===== src/rtl/ad5791_pkg.sv =====
// Shared constants and types for the AD5791 SPI-to-AXI-Stream receiver.
package ad5791_pkg;

  localparam int unsigned DAC_DATA_WIDTH = 20;
  localparam int unsigned DAC_WORD_WIDTH = 24;
  localparam int unsigned DAC_ADDR_WIDTH = 4;

  // Register address the transmitter places in bits [23:20] of a DAC write
  localparam logic [DAC_ADDR_WIDTH-1:0] DAC_REG_ADDR = 4'b0001;

  typedef enum logic [1:0] {
    ST_IDLE  = 2'd0,
    ST_SHIFT = 2'd1,
    ST_CHECK = 2'd2
  } state_t;

  // True when an address nibble selects the DAC data register
  function automatic logic is_dac_reg(input logic [DAC_ADDR_WIDTH-1:0] addr);
    return addr == DAC_REG_ADDR;
  endfunction

endpackage


===== src/rtl/ad5791_rx_sync.sv =====
// Two-flop synchronizer plus one history flop for edge detection on one line.
module ad5791_rx_sync #(
  parameter logic RESET_VAL = 1'b0
) (
  input  logic clk,
  input  logic rst,
  input  logic d,
  output logic q,
  output logic edge_c
);

  logic [2:0] pipe;

  // pipe[1] is the synchronized level, pipe[2] the level one cycle earlier
  always_ff @(posedge clk or posedge rst) begin
    if (rst) begin
      pipe <= {3{RESET_VAL}};
    end else begin
      pipe <= {pipe[1:0], d};
    end
  end

  assign q      = pipe[1];
  assign edge_c = pipe[1] ^ pipe[2];

endmodule


===== src/rtl/axis_ad5791_rx.sv =====
// AD5791 SPI frame receiver: deserializes NUM_DAC parallel lanes and emits
// each accepted frame as one AXI-Stream beat (no back-pressure).
// Optional build macro AXIS_AD5791_RX_STATS_EN adds frame/error counters.
module axis_ad5791_rx #(
  parameter int unsigned NUM_DAC           = 4,
  parameter int unsigned DAC_DATA_WIDTH    = ad5791_pkg::DAC_DATA_WIDTH,
  parameter int unsigned DAC_WORD_WIDTH    = ad5791_pkg::DAC_WORD_WIDTH,
  parameter int unsigned MAXIS_TDATA_WIDTH = 32
) (
  input  logic                                 a_clk,
  input  logic                                 a_rst,
  input  logic                                 wire_PMD_clk,
  input  logic                                 wire_PMD_sync,
  input  logic [NUM_DAC-1:0]                   wire_PMD_dac,
  output logic [NUM_DAC*MAXIS_TDATA_WIDTH-1:0] M_AXIS_tdata,
  output logic                                 M_AXIS_tvalid,
  output logic [NUM_DAC*4-1:0]                 M_AXIS_taddr,
  output logic                                 frame_error
`ifdef AXIS_AD5791_RX_STATS_EN
  ,
  output logic [15:0]                          frame_count,
  output logic [15:0]                          error_count
`endif
);

  import ad5791_pkg::*;

  localparam int unsigned CNT_W = 5;
  localparam int unsigned PAD_W = MAXIS_TDATA_WIDTH - DAC_DATA_WIDTH;
  localparam logic [CNT_W-1:0] CNT_MAX  = '1;
  localparam logic [CNT_W-1:0] CNT_FULL = CNT_W'(DAC_WORD_WIDTH);

  logic               sclk_q, sclk_edge_c;
  logic               sync_q, sync_edge_c;
  logic [NUM_DAC-1:0] lane_q;
  logic [NUM_DAC-1:0] lane_edge_c_unused;

  logic sclk_fall_c, sync_fall_c, sync_rise_c;

  state_t           state_q, state_d;
  logic [CNT_W-1:0] cnt_q, cnt_d;
  logic [NUM_DAC-1:0][DAC_WORD_WIDTH-1:0] sr_q, sr_d;

  logic                                       tvalid_d, ferr_d;
  logic [NUM_DAC-1:0][MAXIS_TDATA_WIDTH-1:0]  tdata_d;
  logic [NUM_DAC-1:0][3:0]                    taddr_d;

  logic [1:0] flush_q;
  logic       armed_q;

  ad5791_rx_sync #(.RESET_VAL(1'b0)) u_sync_sclk (
    .clk(a_clk), .rst(a_rst), .d(wire_PMD_clk), .q(sclk_q), .edge_c(sclk_edge_c)
  );

  ad5791_rx_sync #(.RESET_VAL(1'b1)) u_sync_sync (
    .clk(a_clk), .rst(a_rst), .d(wire_PMD_sync), .q(sync_q), .edge_c(sync_edge_c)
  );

  for (genvar i = 0; i < NUM_DAC; i++) begin : g_lane
    ad5791_rx_sync #(.RESET_VAL(1'b0)) u_sync_dac (
      .clk(a_clk), .rst(a_rst), .d(wire_PMD_dac[i]), .q(lane_q[i]),
      .edge_c(lane_edge_c_unused[i])
    );
  end

  assign sclk_fall_c = sclk_edge_c & ~sclk_q;
  assign sync_fall_c = sync_edge_c & ~sync_q;
  assign sync_rise_c = sync_edge_c &  sync_q;

  // Arm only after SYNC has been seen high with real (post-reset) samples,
  // so a frame already in progress at reset release is never captured
  always_ff @(posedge a_clk or posedge a_rst) begin
    if (a_rst) begin
      flush_q <= '0;
      armed_q <= 1'b0;
    end else begin
      if (flush_q != 2'd2) flush_q <= flush_q + 2'd1;
      if (flush_q == 2'd2 && sync_q) armed_q <= 1'b1;
    end
  end

  // Next-state, deserializer and output decode; the accept/reject decision is
  // taken on the way into CHECK so the pulse coincides with the CHECK cycle
  always_comb begin
    state_d  = state_q;
    cnt_d    = cnt_q;
    sr_d     = sr_q;
    tvalid_d = 1'b0;
    ferr_d   = 1'b0;
    tdata_d  = M_AXIS_tdata;
    taddr_d  = M_AXIS_taddr;

    case (state_q)
      ST_IDLE: begin
        if (sync_fall_c && armed_q) begin
          state_d = ST_SHIFT;
          cnt_d   = '0;
          sr_d    = '0;
        end
      end
      ST_SHIFT: begin
        if (sclk_fall_c) begin
          for (int unsigned i = 0; i < NUM_DAC; i++) begin
            sr_d[i] = {sr_q[i][DAC_WORD_WIDTH-2:0], lane_q[i]};
          end
          if (cnt_q != CNT_MAX) cnt_d = cnt_q + CNT_W'(1);
        end
        if (sync_rise_c) begin
          state_d = ST_CHECK;
          if (cnt_d == CNT_FULL) begin
            tvalid_d = 1'b1;
            for (int unsigned i = 0; i < NUM_DAC; i++) begin
              tdata_d[i] = {sr_d[i][DAC_DATA_WIDTH-1:0], {PAD_W{1'b0}}};
              taddr_d[i] = sr_d[i][DAC_DATA_WIDTH +: 4];
            end
          end else begin
            ferr_d = 1'b1;
          end
        end
      end
      ST_CHECK: state_d = ST_IDLE;
      default:  state_d = ST_IDLE;
    endcase
  end

  // FSM state, bit counter and shift registers
  always_ff @(posedge a_clk or posedge a_rst) begin
    if (a_rst) begin
      state_q <= ST_IDLE;
      cnt_q   <= '0;
      sr_q    <= '0;
    end else begin
      state_q <= state_d;
      cnt_q   <= cnt_d;
      sr_q    <= sr_d;
    end
  end

  // Registered stream outputs; tdata/taddr hold between frames
  always_ff @(posedge a_clk or posedge a_rst) begin
    if (a_rst) begin
      M_AXIS_tdata  <= '0;
      M_AXIS_taddr  <= '0;
      M_AXIS_tvalid <= 1'b0;
      frame_error   <= 1'b0;
    end else begin
      M_AXIS_tdata  <= tdata_d;
      M_AXIS_taddr  <= taddr_d;
      M_AXIS_tvalid <= tvalid_d;
      frame_error   <= ferr_d;
    end
  end

`ifdef AXIS_AD5791_RX_STATS_EN
  // Accepted/rejected frame counters, wrapping at 16 bits
  always_ff @(posedge a_clk or posedge a_rst) begin
    if (a_rst) begin
      frame_count <= '0;
      error_count <= '0;
    end else begin
      if (tvalid_d) frame_count <= frame_count + 16'd1;
      if (ferr_d)   error_count <= error_count + 16'd1;
    end
  end
`else
  // Statistics counters are not built in this configuration.
`endif

endmodule

===== config.mk =====
export PLATFORM = sky130hd
export DESIGN_NAME = axis_ad5791_rx
export DESIGN_NICKNAME = d
export VERILOG_FILES = /design/src/rtl/ad5791_pkg.sv /design/src/rtl/ad5791_rx_sync.sv /design/src/rtl/axis_ad5791_rx.sv
export SDC_FILE = /design/constraint.sdc
export NUM_CORES = 1
export LEC_CHECK = 0
export BUFFER_PORTS_ARGS = -buffer_cell sky130_fd_sc_hd__buf_2
export CAP_MARGIN = 20
export CORE_MARGIN = 5
export CORE_UTILIZATION = 56
export CTS_BUF_LIST = sky130_fd_sc_hd__clkbuf_8
export CTS_CLUSTER_DIAMETER = 120
export DETAILED_ROUTE_END_ITERATION = 16
export PLACE_DENSITY = 0.79
export SYNTH_ARGS = -nofsm -noshare
export SYNTH_HDL_FRONTEND = slang
export SYNTH_HIERARCHICAL = 1
export SYNTH_SLANG_ARGS = --single-unit

===== constraint.sdc =====
create_clock -name a_clk -period 10.9 [get_ports a_clk]
set_input_delay 1.09 -clock a_clk [delete_from_list [all_inputs] [get_ports a_clk]]
set_output_delay 1.09 -clock a_clk [all_outputs]
set_load 0.1 [all_outputs]

# Word level (Yosys, flattened, before mapping)

Cells that the tools add are included.

Add/subtract/negate cells: 2
Multipliers: 0
Divide/modulo/power cells: 0
Order comparisons: 0
Equality and inequality tests: 7
Shifts and indexed selects: 0
Mux-type cells: 17
Bitwise operators: 7
Reductions and logical operators: 7

Operators with widths:

| operator                                      | number |
|---|---|
| two-way mux 96 bit                            | 2 |
| case mux 96 bit (2 select lines)              | 1 |
| two-way mux 5 bit                             | 4 |
| case mux 5 bit (2 select lines)               | 1 |
| two-way mux 1 bit                             | 6 |
| inequality test 2 bit, second input constant  | 3 |
| adder 5 x 1 -> 5 bit, second input constant   | 1 |
| == test 5 bit, second input constant          | 1 |
| inequality test 5 bit, second input constant  | 1 |
| two-way mux 2 bit                             | 2 |
| case mux 2 bit (2 select lines)               | 1 |
| AND reduction 2 bit                           | 2 |
| bitwise AND 1 bit                             | 3 |
| AND reduction 3 bit                           | 1 |
| adder 2 x 1 -> 2 bit, second input constant   | 1 |
| == test 2 x 1 -> 1 bit, second input constant | 1 |
| == test 2 bit, second input constant          | 1 |
| logical AND 1 bit                             | 2 |
| zero test 2 bit                               | 1 |
| NOT 1 bit                                     | 2 |
| nonzero test 2 bit                            | 1 |
| XOR 1 bit                                     | 2 |

Register bits: 218
Bits in latches: 0
RAM bits: 0
ROM bits: 0
Word-level logic and storage cells: 58
Memories: 0

# Logic depth before layout (Yosys ltp)

Gate-level depths: netlist (run 1).

Depth in word-level cells: 8
Gate-level depth with buffers: 9
Mapped depth without buffers: 6

# Cells and area by module

The synthesis (run 1) kept the hierarchy.

By module, submodules not included:

| module                                    | times used | cells each | area an instance (µm²) | seq. area each (µm²) |
|---|---|---|---|---|
| axis_ad5791_rx                            | 1          | 1,036      | 9,496.6                | 5,104.9 |
| ad5791_rx_sync (g_lane[0].u_sync_dac ...) | 5          | 5          | 87.6                   | 75.1 |
| ad5791_rx_sync (u_sync_sync)              | 1          | 5          | 91.3                   | 78.8 |

# Worst setup path after synthesis (run 1)

No wires, ideal clock.

Kind: register -> register
Start: reg u_sync_sclk.pipe[1]
End: reg M_AXIS_tdata[108]
Library setup time: 125 ps
Arrival: 2,037 ps
Data required time: 10,775 ps
Path slack: 8,738 ps
Cell stages (with the launch flop): 10
Path buffers: 3
Path through: dfrtp_1 > xor2_1 > nand2b_1 > clkbuf_1 > a21oi_1 > mux2_2 > nand4_2 > buf_6 > buf_6 > mux2_4

Word-level cells in the longest chain between the ends: 6
Elaborated cells on any way between the ends: 8
Classes of those cells: eq/ne: 1; mux: 3; bitwise: 3; reduce/logical: 1

Ends and longest elaborated chain:

| what                          | RTL line              | RTL |
|---|---|---|
| start: declaration            | ad5791_rx_sync.sv:12  | `logic [2:0] pipe;` |
| start signal: assignment      | ad5791_rx_sync.sv:17  | `pipe <= {3{RESET_VAL}};` |
| start signal: assignment      | ad5791_rx_sync.sv:19  | `pipe <= {pipe[1:0], d};` |
| XOR 1 bit *                   | ad5791_rx_sync.sv:24  | `assign edge_c = pipe[1] ^ pipe[2];` |
| named net sclk_edge_c         | axis_ad5791_rx.sv:33  | `logic sclk_q, sclk_edge_c;` |
| bitwise AND 1 bit *           | axis_ad5791_rx.sv:66  | `assign sclk_fall_c = sclk_edge_c & ~sclk_q;` |
| two-way mux 5 bit             | axis_ad5791_rx.sv:102 | `if (sclk_fall_c) begin` |
| two-way mux 5 bit             | axis_ad5791_rx.sv:93  | `case (state_q)` |
| == test 5 bit                 | axis_ad5791_rx.sv:110 | `if (cnt_d == CNT_FULL) begin` |
| AND reduction 3 bit (no line) | n/a                   |  |
| end signal: assignment        | axis_ad5791_rx.sv:147 | `M_AXIS_tdata <= tdata_d;` |
| end: declaration              | axis_ad5791_rx.sv:15  | `output logic [NUM_DAC*MAXIS_TDATA_WIDTH-1:0] M_AXIS_tdata,` |

The timed path passes the listed nets; every way through them passes the cells marked *. The select of a mux whose other input is x is not followed.
A chain may end at the register's enable or synchronous reset.

# Final worst setup path (run 1)

Start: reg u_sync_sclk.pipe[1]
End: reg M_AXIS_tdata[80]

Same word-level chain as after synthesis.

==> results.py, run 1 <==
metrics = {
    "final_layout": {
        "final_common_cell": "nand2_1",
        "drive_above_1_share_pct": 21.6,
        "antenna_cells": 0,
        "fin_nets": 1153,
        "final_cell_mix": "nand2_1, dfrtp_1, buf_2",
        "final_area_mm2": 0.0110,
        "area_growth_syn_to_layout_pct": 11.1,
    },
    "placed_design": {
        "io_buffers": 105,
        "gp_congestion": 0.807,
        "hpwlAfterDp_mm": 11.8,
        "place_area_mm2": 0.0103,
    },
    "power_and_ir_drop": {
        "internal-power_mw": 1.21,
        "p_sw_uw": 493,
        "swShare_pct": 29.0,
        "p_clk_share_pct": 37.8,
        "seq_power_share_pct": 50.6,
        "power_density_mw_per_mm2": 154,
        "power_frac_comb_pct": 11.6,
        "peakVddDrop_uv": 90.3,
        "leakagePower_nw": 6.05,
    },
    "critical_path": {
        "cp.required_ns": 11.29,
        "crit_arrival_ns": 4.52,
        "crit_path_end_kind": "flop",
        "crit_path_max_fanout": 99,
        "path_class": "flop to flop",
        "cp-start-kind": "flop",
        "rrSetupSlack_ns": 6.77,
    },
    "run_status": {
        "status": "finished, final reports clean",
    },
    "detailed_routing": {
        "drt_iter0_drc": 618,
        "vias_per_cell": 5.10,
        "wl_per_cell_um": 14.3,
        "num_vias": 7079,
        "drt-total-wl_mm": 19.9,
        "ant_nets": 0,
        "drc_errors": 0,
        "drt-pass1-iter-count": 5,
    },
    "global_routing": {
        "grt_pass1_wl_mm": 33.5,
        "antenna_found_initial": 0,
        "grt_max_degree": 140,
        "grt.total_usage_pct": 19.7,
        "first_global_vias": 6733,
        "grt_overflow": 0,
    },
    "die": {
        "ioPinCount": 154,
        "die_y_um": 143,
        "die_area_mm2": 0.0204,
        "core_area_mm2": 0.0173,
        "initial_core_util_pct": 57.2,
        "die_x_um": 143,
        "rows": 48,
    },
    "sta": {
        "rsz0062_at_grt": "false",
        "hold_violations": 0,
        "fmax_ghz": 0.242,
        "slew_viol_final": 0,
        "min_period_ns": 4.13,
        "fin_crit_sh_pct": 37.9,
        "skew_ns": 0.0134,
        "finalSetupTns_ns": 0,
        "slew_headroom_pct": 29.4,
        "worst_slew_pin_slew_ns": 1.06,
        "setup_viol": 0,
    },
    "worst_hold_path": {
        "min_path_type": "flop to flop",
    },
    "clock_tree": {
        "cts_tree": "done",
        "path_clk_slew_ns": 0.06,
        "post-cts-setup-buffer-count": 0,
        "cts_root_buf": "clkbuf_8",
        "clk_latency_ns": 0.52,
        "cts_resized": 0,
        "numCtsBuffers": 36,
        "cts_max_path_buffers": 3,
        "cts-htree-levels": 2,
        "cts_hold_buf": 0,
        "clock-sinks": 218,
    },
    "logic_synthesis": {
        "synthCells": 1058,
        "ys_warn_count": 6,
        "syn-cell-area_mm2": 0.00989,
        "avgSynthCellArea_um2": 9.35,
    },
    "flow_run": {
        "drv_cap": 0,
    },
}
-- worst paths after layout --
kind,from,end,depth (start not counted)
setup / recovery,u_sync_sclk/pipe[1],M_AXIS_tdata[80],8
hold / removal,g_lane[0].u_sync_dac/pipe[0],g_lane[0].u_sync_dac/pipe[1],0
setup reg to reg,u_sync_sclk/pipe[1],M_AXIS_tdata[80],8
hold reg to reg,g_lane[0].u_sync_dac/pipe[0],g_lane[0].u_sync_dac/pipe[1],0
max in group asynchronous,a_rst,M_AXIS_tdata[21],3
min in group asynchronous,a_rst,g_lane[0].u_sync_dac/pipe[1],2
-- layer usage --
metal	GRT usage (%)	part of all wire [%]	vias up
li1	-	-	3450
met1	28.8	44	3396
met2	29.2	47	205
met3	4.66	7.0	28
met4	6.25	2.0	0
met5	0	0	-
-- power by group through the flow --
stage	clock network (mW)	logic, mW	registers, mW
floorplan	0	0.178	0.870
global placement	0	0.193	0.873
detailed placement	0	0.197	0.874
CTS	0.659	0.197	0.860
global route	0.703	0.216	0.864
finish	0.641	0.197	0.860
-- area by class of cell --
cell class,count,area [µm²]
fillers,1452,6300
flip-flops and latches,218,5460
multi-input cells,767,3990
repair buffers,111,591
clock buffers,41,564
well taps,225,282
clock inverters,18,71.3
inverters,9,41.3
-- registers in the layout (all words and copies together), names as in the netlist --
name	cells
sr_q	96
M_AXIS_tdata	80
M_AXIS_taddr	16
g_lane.u_sync_dac/pipe	8
cnt_q	5
u_sync_sclk/pipe	3
u_sync_sync/pipe	3
flush_q	2
state_q	2
M_AXIS_tvalid	1
armed_q	1
frame_error	1
-- per-stage QoR --
| stage | instances | power, mW | worst slack, ns | hold slack [ns] | utilization, % |
|---|---|---|---|---|---|
| 6_report | 1389 | 1.70 | 6.77 | 0.346 | 63.6 |
| 5_1_grt | 1389 | 1.78 | 6.49 | 0.352 | 63.6 |
| 4_1_cts | 1388 | 1.72 | 6.74 | 0.351 | 63.4 |
| 3_5_place_dp | 1329 | 1.07 | 6.75 | 0.335 | 59.7 |
| 3_3_place_gp | 1329 | 1.07 | 6.88 | 0.333 | 59.7 |
| 2_1_floorplan | 1105 | 1.05 | 4.24 | 0.331 | - |
-- worst max-delay path, stage by stage (launching register included) --
cell and delay, ns:
dfrtp_1 0.46, xor2_1 0.36, nor2b_4 0.21, buf_4 0.79, nand4_1 0.27, xnor2_2 0.23
nand4_4 0.35, buf_4 0.84, mux2_2 0.42
Note: power is estimated with default switching activity, not from simulation.
==> run 2: changes to the inputs <==
- CORE_UTILIZATION: 56 -> 53
- PLACE_DENSITY: 0.79 -> 0.78
- clock period: 10.9 -> 3.35 ns (I/O delays scaled with it)
==> results.py, run 2 (synthesized netlist as in run 1, its figures left out) <==
metrics = {
    "critical_path": {
        "critPathTopFamily": "simple AND/OR/NAND/NOR gates",
        "slowest_stage": "nand4_4",
        "crit_arrival_ns": 3.24,
        "path_cells": "xor2_1 > nor2b_4 > nand4_1 > xnor2_2 > nand4_4 > buf_4 > mux2_1",
        "critical-path-max-stage-delay_ns": 0.48,
        "path_class": "flop to flop",
        "cp_num_buf_inv": 1,
        "crit_path_end_kind": "flop",
        "cp-start-kind": "flop",
        "cp.required_ns": 3.75,
        "crit_path_max_fanout": 26,
    },
    "detailed_routing": {
        "ant_nets": 0,
        "num_vias": 7167,
        "drt-pass1-iter-count": 5,
        "drc_errors": 0,
        "drt_iter0_drc": 583,
        "wl_per_cell_um": 14.4,
        "drt-total-wl_mm": 20.4,
        "vias_per_cell": 5.07,
    },
    "placed_design": {
        "hpwlAfterDp_mm": 12.3,
        "io_buffers": 105,
        "gp_congestion": 0.758,
    },
    "clock_tree": {
        "path_clk_slew_ns": 0.06,
        "cts_tree": "done",
        "numCtsBuffers": 38,
        "clock-sinks": 218,
        "cts-htree-levels": 2,
        "clk_latency_ns": 0.52,
        "cts_root_buf": "clkbuf_8",
        "cts_max_path_buffers": 3,
    },
    "final_layout": {
        "final_util_pct": 60.9,
        "regMostFlops": "sr_q",
        "fin_nets": 1167,
        "largest_reg_flops": 96,
        "drive_above_1_share_pct": 22.9,
        "final_cell_mix": "nand2_1, dfrtp_1, buf_2",
        "area_growth_syn_to_layout_pct": 14.1,
        "reg.largest.list": "sr_q: 96 flops, M_AXIS_tdata: 80 flops, M_AXIS_taddr: 16 flops",
        "final_common_cell": "nand2_1",
        "antenna_cells": 0,
        "n_fill_cell": 1564,
    },
    "global_routing": {
        "grt_overflow": 0,
        "grt_max_degree": 106,
        "grt.total_usage_pct": 19.3,
        "grt_pass1_wl_mm": 35.1,
        "antenna_found_initial": 0,
        "first_global_vias": 7003,
    },
    "worst_hold_path": {
        "min_path_type": "primary input to async pin",
    },
    "power_and_ir_drop": {
        "peakVddDrop_uv": 450,
        "leakagePower_nw": 6.16,
        "total_power_mw": 5.91,
        "power_density_mw_per_mm2": 524,
    },
    "sta": {
        "fin_crit_sh_pct": 84.7,
        "finalSetupTns_ns": 0,
        "slew_headroom_pct": 29.0,
        "hold_violations": 0,
        "min_period_ns": 2.84,
        "rsz0062_at_grt": "false",
        "slew_viol_final": 0,
        "skew_ns": 0.0107,
        "fmax_ghz": 0.352,
        "setup_viol": 0,
        "worst_slew_pin_slew_ns": 1.07,
    },
    "die": {
        "initial_core_util_pct": 53.4,
        "die_y_um": 147,
        "die_area_mm2": 0.0215,
        "ioPinCount": 154,
        "die_x_um": 147,
        "core_area_mm2": 0.0185,
        "rows": 50,
    },
    "flow_run": {
        "drv_cap": 0,
    },
    "run_status": {
        "status": "finished, final reports clean",
    },
}
-- run 2: changes by cell type in the layout (fill, tap and decap cells not counted), sizes merged --
cell         delta
clkbuf         +13
clkinv          +1
inv             -9
dlygate4sd3     +7
buf             +5
-- run 2: through the flow --
stage / hold slack [ns] / instance area (µm²) / cells / setup slack (ns)
finish: 0.326 / 11300 / 1415 / 0.513
global route: 0.313 / 11300 / 1415 / 0.313
CTS: 0.284 / 11300 / 1415 / 0.497
detailed placement: 0.307 / 10400 / 1344 / 0.502
global placement: 0.309 / 10400 / 1344 / 0.594
floorplan: 0.0762 / 10100 / 1105 / 0.371
-- run 2: power breakdown --
| group | internal, mW | switching [mW] | leakage [nW] | total (mW) |
|---|---|---|---|---|
| clock | 1.41 | 1.04 | 0.440 | 2.45 |
| sequential | 2.72 | 0.0838 | 2.99 | 2.80 |
| combinational | 0.114 | 0.542 | 2.73 | 0.656 |
| total | 4.24 | 1.67 | 6.16 | 5.91 |
-- run 2: worst reg2reg max path: cells and delay by family (launching register included) --
family / cells / cell delay (ns)
buf+inv: 1 / 0.46
xor+xnor: 2 / 0.61
simple gates: 3 / 0.84
mux: 1 / 0.36
flops: 1 / 0.45
-- run 2: area by class of cell --
type                            count  area (µm²)  share of cell area, %
Clock buffer                       54         743                   6.59
Inverter                            9        37.5                  0.333
Multi-Input combinational cell    767        3990                   35.3
Clock inverter                     10        38.8                  0.344
Tap cell                          234         293                   2.59
Timing Repair Buffer              123         728                   6.45
Sequential cell                   218        5460                   48.4
-- run 2: path summary, 6_finish.rpt --
check,slack [ns],from,depth (start not counted),endpoint
worst max register to register,0.51,u_sync_sclk/pipe[1],7,M_AXIS_tdata[114]
worst max-delay path,0.51,u_sync_sclk/pipe[1],7,M_AXIS_tdata[114]
worst min-delay path,0.33,a_rst,3,g_lane[0].u_sync_dac/pipe[0]
worst min register to register,0.35,u_sync_sclk/pipe[0],0,u_sync_sclk/pipe[1]
max in group asynchronous,1.94,a_rst,4,M_AXIS_tdata[17]
min in group a_clk,0.35,u_sync_sclk/pipe[0],0,u_sync_sclk/pipe[1]
-- run 2: routing by layer --
| layer | part of all wire (%) | routed length [µm] | vias to the layer above | global-route usage [%] |
|---|---|---|---|---|
| met4 | 2.4 | 482 | 0 | 6.54 |
| met2 | 47 | 9510 | 209 | 29.4 |
| li1 | - | - | 3479 | - |
| met3 | 6.1 | 1250 | 41 | 4.28 |
| met1 | 45 | 9190 | 3438 | 27.6 |
| met5 | 0 | 0 | - | 0 |
-- run 2: timing repair --
action / in CTS / in global routing
buffers inserted: 0 / 0
hold buffers: 7 / 0
endpoints found under the hold margin: 39 / 0
resized for setup: 0 / 0
==> run 3: changes to the inputs <==
- ABC_AREA: not set -> 1
- CORE_UTILIZATION: 53 -> 56
- PLACE_DENSITY: 0.78 -> 0.79
- clock period: 3.35 -> 2.9 ns (I/O delays scaled with it)
==> results.py, run 3 <==
metrics = {
    "power_and_ir_drop": {
        "seq_power_share_pct": 43.8,
        "internal-power_mw": 5.90,
        "p_clk_share_pct": 29.9,
        "leakagePower_nw": 6.67,
        "swShare_pct": 34.8,
        "total_power_mw": 9.04,
        "power_density_mw_per_mm2": 799,
        "power_frac_comb_pct": 26.3,
        "peakVddDrop_uv": 468,
        "p_sw_mw": 3.14,
    },
    "run_status": {
        "status": "finished, final reports clean",
    },
    "placed_design": {
        "place_area_mm2": 0.0105,
        "dp_cells": 1464,
        "dp_slack_ns": 0.599,
        "hpwlAfterDp_mm": 12.7,
        "io_buffers": 105,
        "gp_congestion": 0.790,
    },
    "clock_tree": {
        "cts_resized": 0,
        "cts_tree": "done",
        "path_clk_slew_ns": 0.06,
        "clock-sinks": 218,
        "cts_root_buf": "clkbuf_8",
        "clk_latency_ns": 0.51,
        "cts-htree-levels": 2,
        "numCtsBuffers": 36,
        "cts_max_path_buffers": 3,
    },
    "detailed_routing": {
        "drt-total-wl_mm": 21.5,
        "wl_per_cell_um": 14.1,
        "drt-pass1-iter-count": 5,
        "num_vias": 7932,
        "drc_errors": 0,
        "drt_iter0_drc": 552,
        "vias_per_cell": 5.19,
        "ant_nets": 0,
    },
    "final_layout": {
        "area_growth_syn_to_layout_pct": 12.9,
        "register_area_mm2": 0.00546,
        "antenna_cells": 0,
        "final_cell_mix": "nand2_1, dfrtp_1, inv_1",
        "n_fill_cell": 1477,
        "reg.largest.list": "sr_q: 96 flops, M_AXIS_tdata: 80 flops, M_AXIS_taddr: 16 flops",
        "fin_nets": 1290,
        "regMostFlops": "sr_q",
        "final_util_pct": 63.7,
        "largest_reg_flops": 96,
        "final_common_cell": "nand2_1",
        "multi_input_area_mm2": 0.00331,
        "final_area_mm2": 0.0113,
        "drive_above_1_share_pct": 13.9,
        "final-instance-count-excl-fill": 1529,
    },
    "die": {
        "core_area_mm2": 0.0178,
        "die_area_mm2": 0.0207,
        "ioPinCount": 154,
        "die_y_um": 144,
        "die_x_um": 144,
        "rows": 49,
        "initial_core_util_pct": 56.4,
    },
    "sta": {
        "fmax_ghz": 0.421,
        "skew_ns": 0.0104,
        "layout_setup_ws_ns": 0.526,
        "slew_headroom_pct": 43.6,
        "fin_crit_sh_pct": 81.9,
        "setup_viol": 0,
        "rsz0062_at_grt": "false",
        "hold_violations": 0,
        "min_period_ns": 2.37,
        "worst_slew_pin_slew_ns": 0.846,
        "slew_viol_final": 0,
    },
    "worst_hold_path": {
        "min_path_type": "primary input to async pin",
    },
    "global_routing": {
        "grt_overflow": 0,
        "grt_max_degree": 193,
        "grt.total_usage_pct": 20.9,
        "antenna_found_initial": 0,
        "first_global_vias": 7506,
        "grt_pass1_wl_mm": 36.0,
    },
    "critical_path": {
        "path_class": "flop to flop",
        "cp.required_ns": 3.34,
        "crit_path_end_kind": "flop",
        "crit_path_max_fanout": 76,
        "cp-start-kind": "flop",
        "crit_arrival_ns": 2.81,
    },
    "logic_synthesis": {
        "syn-cell-area_mm2": 0.0100,
        "avgSynthCellArea_um2": 8.36,
        "ys_warn_count": 6,
        "synthCells": 1200,
    },
    "flow_run": {
        "drv_cap": 0,
    },
}
[run 3: cell types whose count changed in the layout (fill, tap and decap cells not counted), moves of 7 or more]
cell	before	now
o21ai_1	9	1
mux2_1	10	0
mux2_4	19	0
o22ai_1	0	84
nand4_1	1	98
o21ai_0	90	115
nand3_1	1	9
inv_1	17	205
mux2_2	69	0
clkbuf_8	54	47
nand2_1	484	328
[run 3: area by class of cell]
cell class | instances | share of cell area, %
Inverter | 203 | 6.77
Clock buffer | 47 | 5.71
Clock inverter | 11 | 0.707
Sequential cell | 218 | 48.2
Multi-Input combinational cell | 697 | 29.2
Timing Repair Buffer | 124 | 6.83
Tap cell | 229 | 2.53
[run 3: per-layer routing]
layer  GRT usage [%]  vias to the layer above  part of all wire [%]
met5               0                        -                     0
met3            4.09                       29                   6.1
met1            29.1                     3728                    45
met4            6.05                        0                   1.7
met2            33.6                      238                    47
li1                -                     3937                     -
[run 3: worst max-delay path, cell delays in order (launching register included)]
cell and delay [ns]:
dfrtp_1 0.41, inv_1 0.06, nand2_1 0.05, nand2_1 0.14, nand2_4 0.09, inv_2 0.09
o21ai_1 0.09, nand2_1 0.07, nand2_1 0.09, nor2_4 0.16, buf_4 0.65, nand4_1 0.21
nand2_1 0.12
[run 3: path summary, 6_finish.rpt]
kind                                              start                      endpoint  slack (ns)  cells past startpoint
min in group a_clk         g_lane[0].u_sync_dac/pipe[0]  g_lane[0].u_sync_dac/pipe[1]        0.34                      0
max in group asynchronous                         a_rst              M_AXIS_tdata[15]        1.51                      4
hold reg to reg            g_lane[0].u_sync_dac/pipe[0]  g_lane[0].u_sync_dac/pipe[1]        0.34                      0
hold / removal                                    a_rst  g_lane[1].u_sync_dac/pipe[0]        0.30                      3
setup / recovery                    u_sync_sclk/pipe[1]              M_AXIS_tdata[87]        0.53                     12
setup reg to reg                    u_sync_sclk/pipe[1]              M_AXIS_tdata[87]        0.53                     12
[run 3: power groups by stage]
stage | Clock (mW) | Sequential, mW | Combinational, mW
finish | 2.70 | 3.96 | 2.38
global route | 2.91 | 4.02 | 2.71
CTS | 2.77 | 3.95 | 2.37
detailed placement | 0 | 4.00 | 2.35
global placement | 0 | 3.98 | 2.29
floorplan | 0 | 3.92 | 2.01
[run 3: metrics by stage]
step           hold slack [ns]  setup TNS [ns]
2_1_floorplan           0.0312           -6.99
3_3_place_gp             0.270               0
3_5_place_dp             0.281               0
4_1_cts                  0.282               0
5_1_grt                  0.289               0
6_report                 0.296               0
[run 3: what timing repair did]
action                                  CTS  global route
setup buffers                             0             0
endpoints found under the setup margin    0             0
hold buffers                              7             0
hold endpoints to repair                 20             0
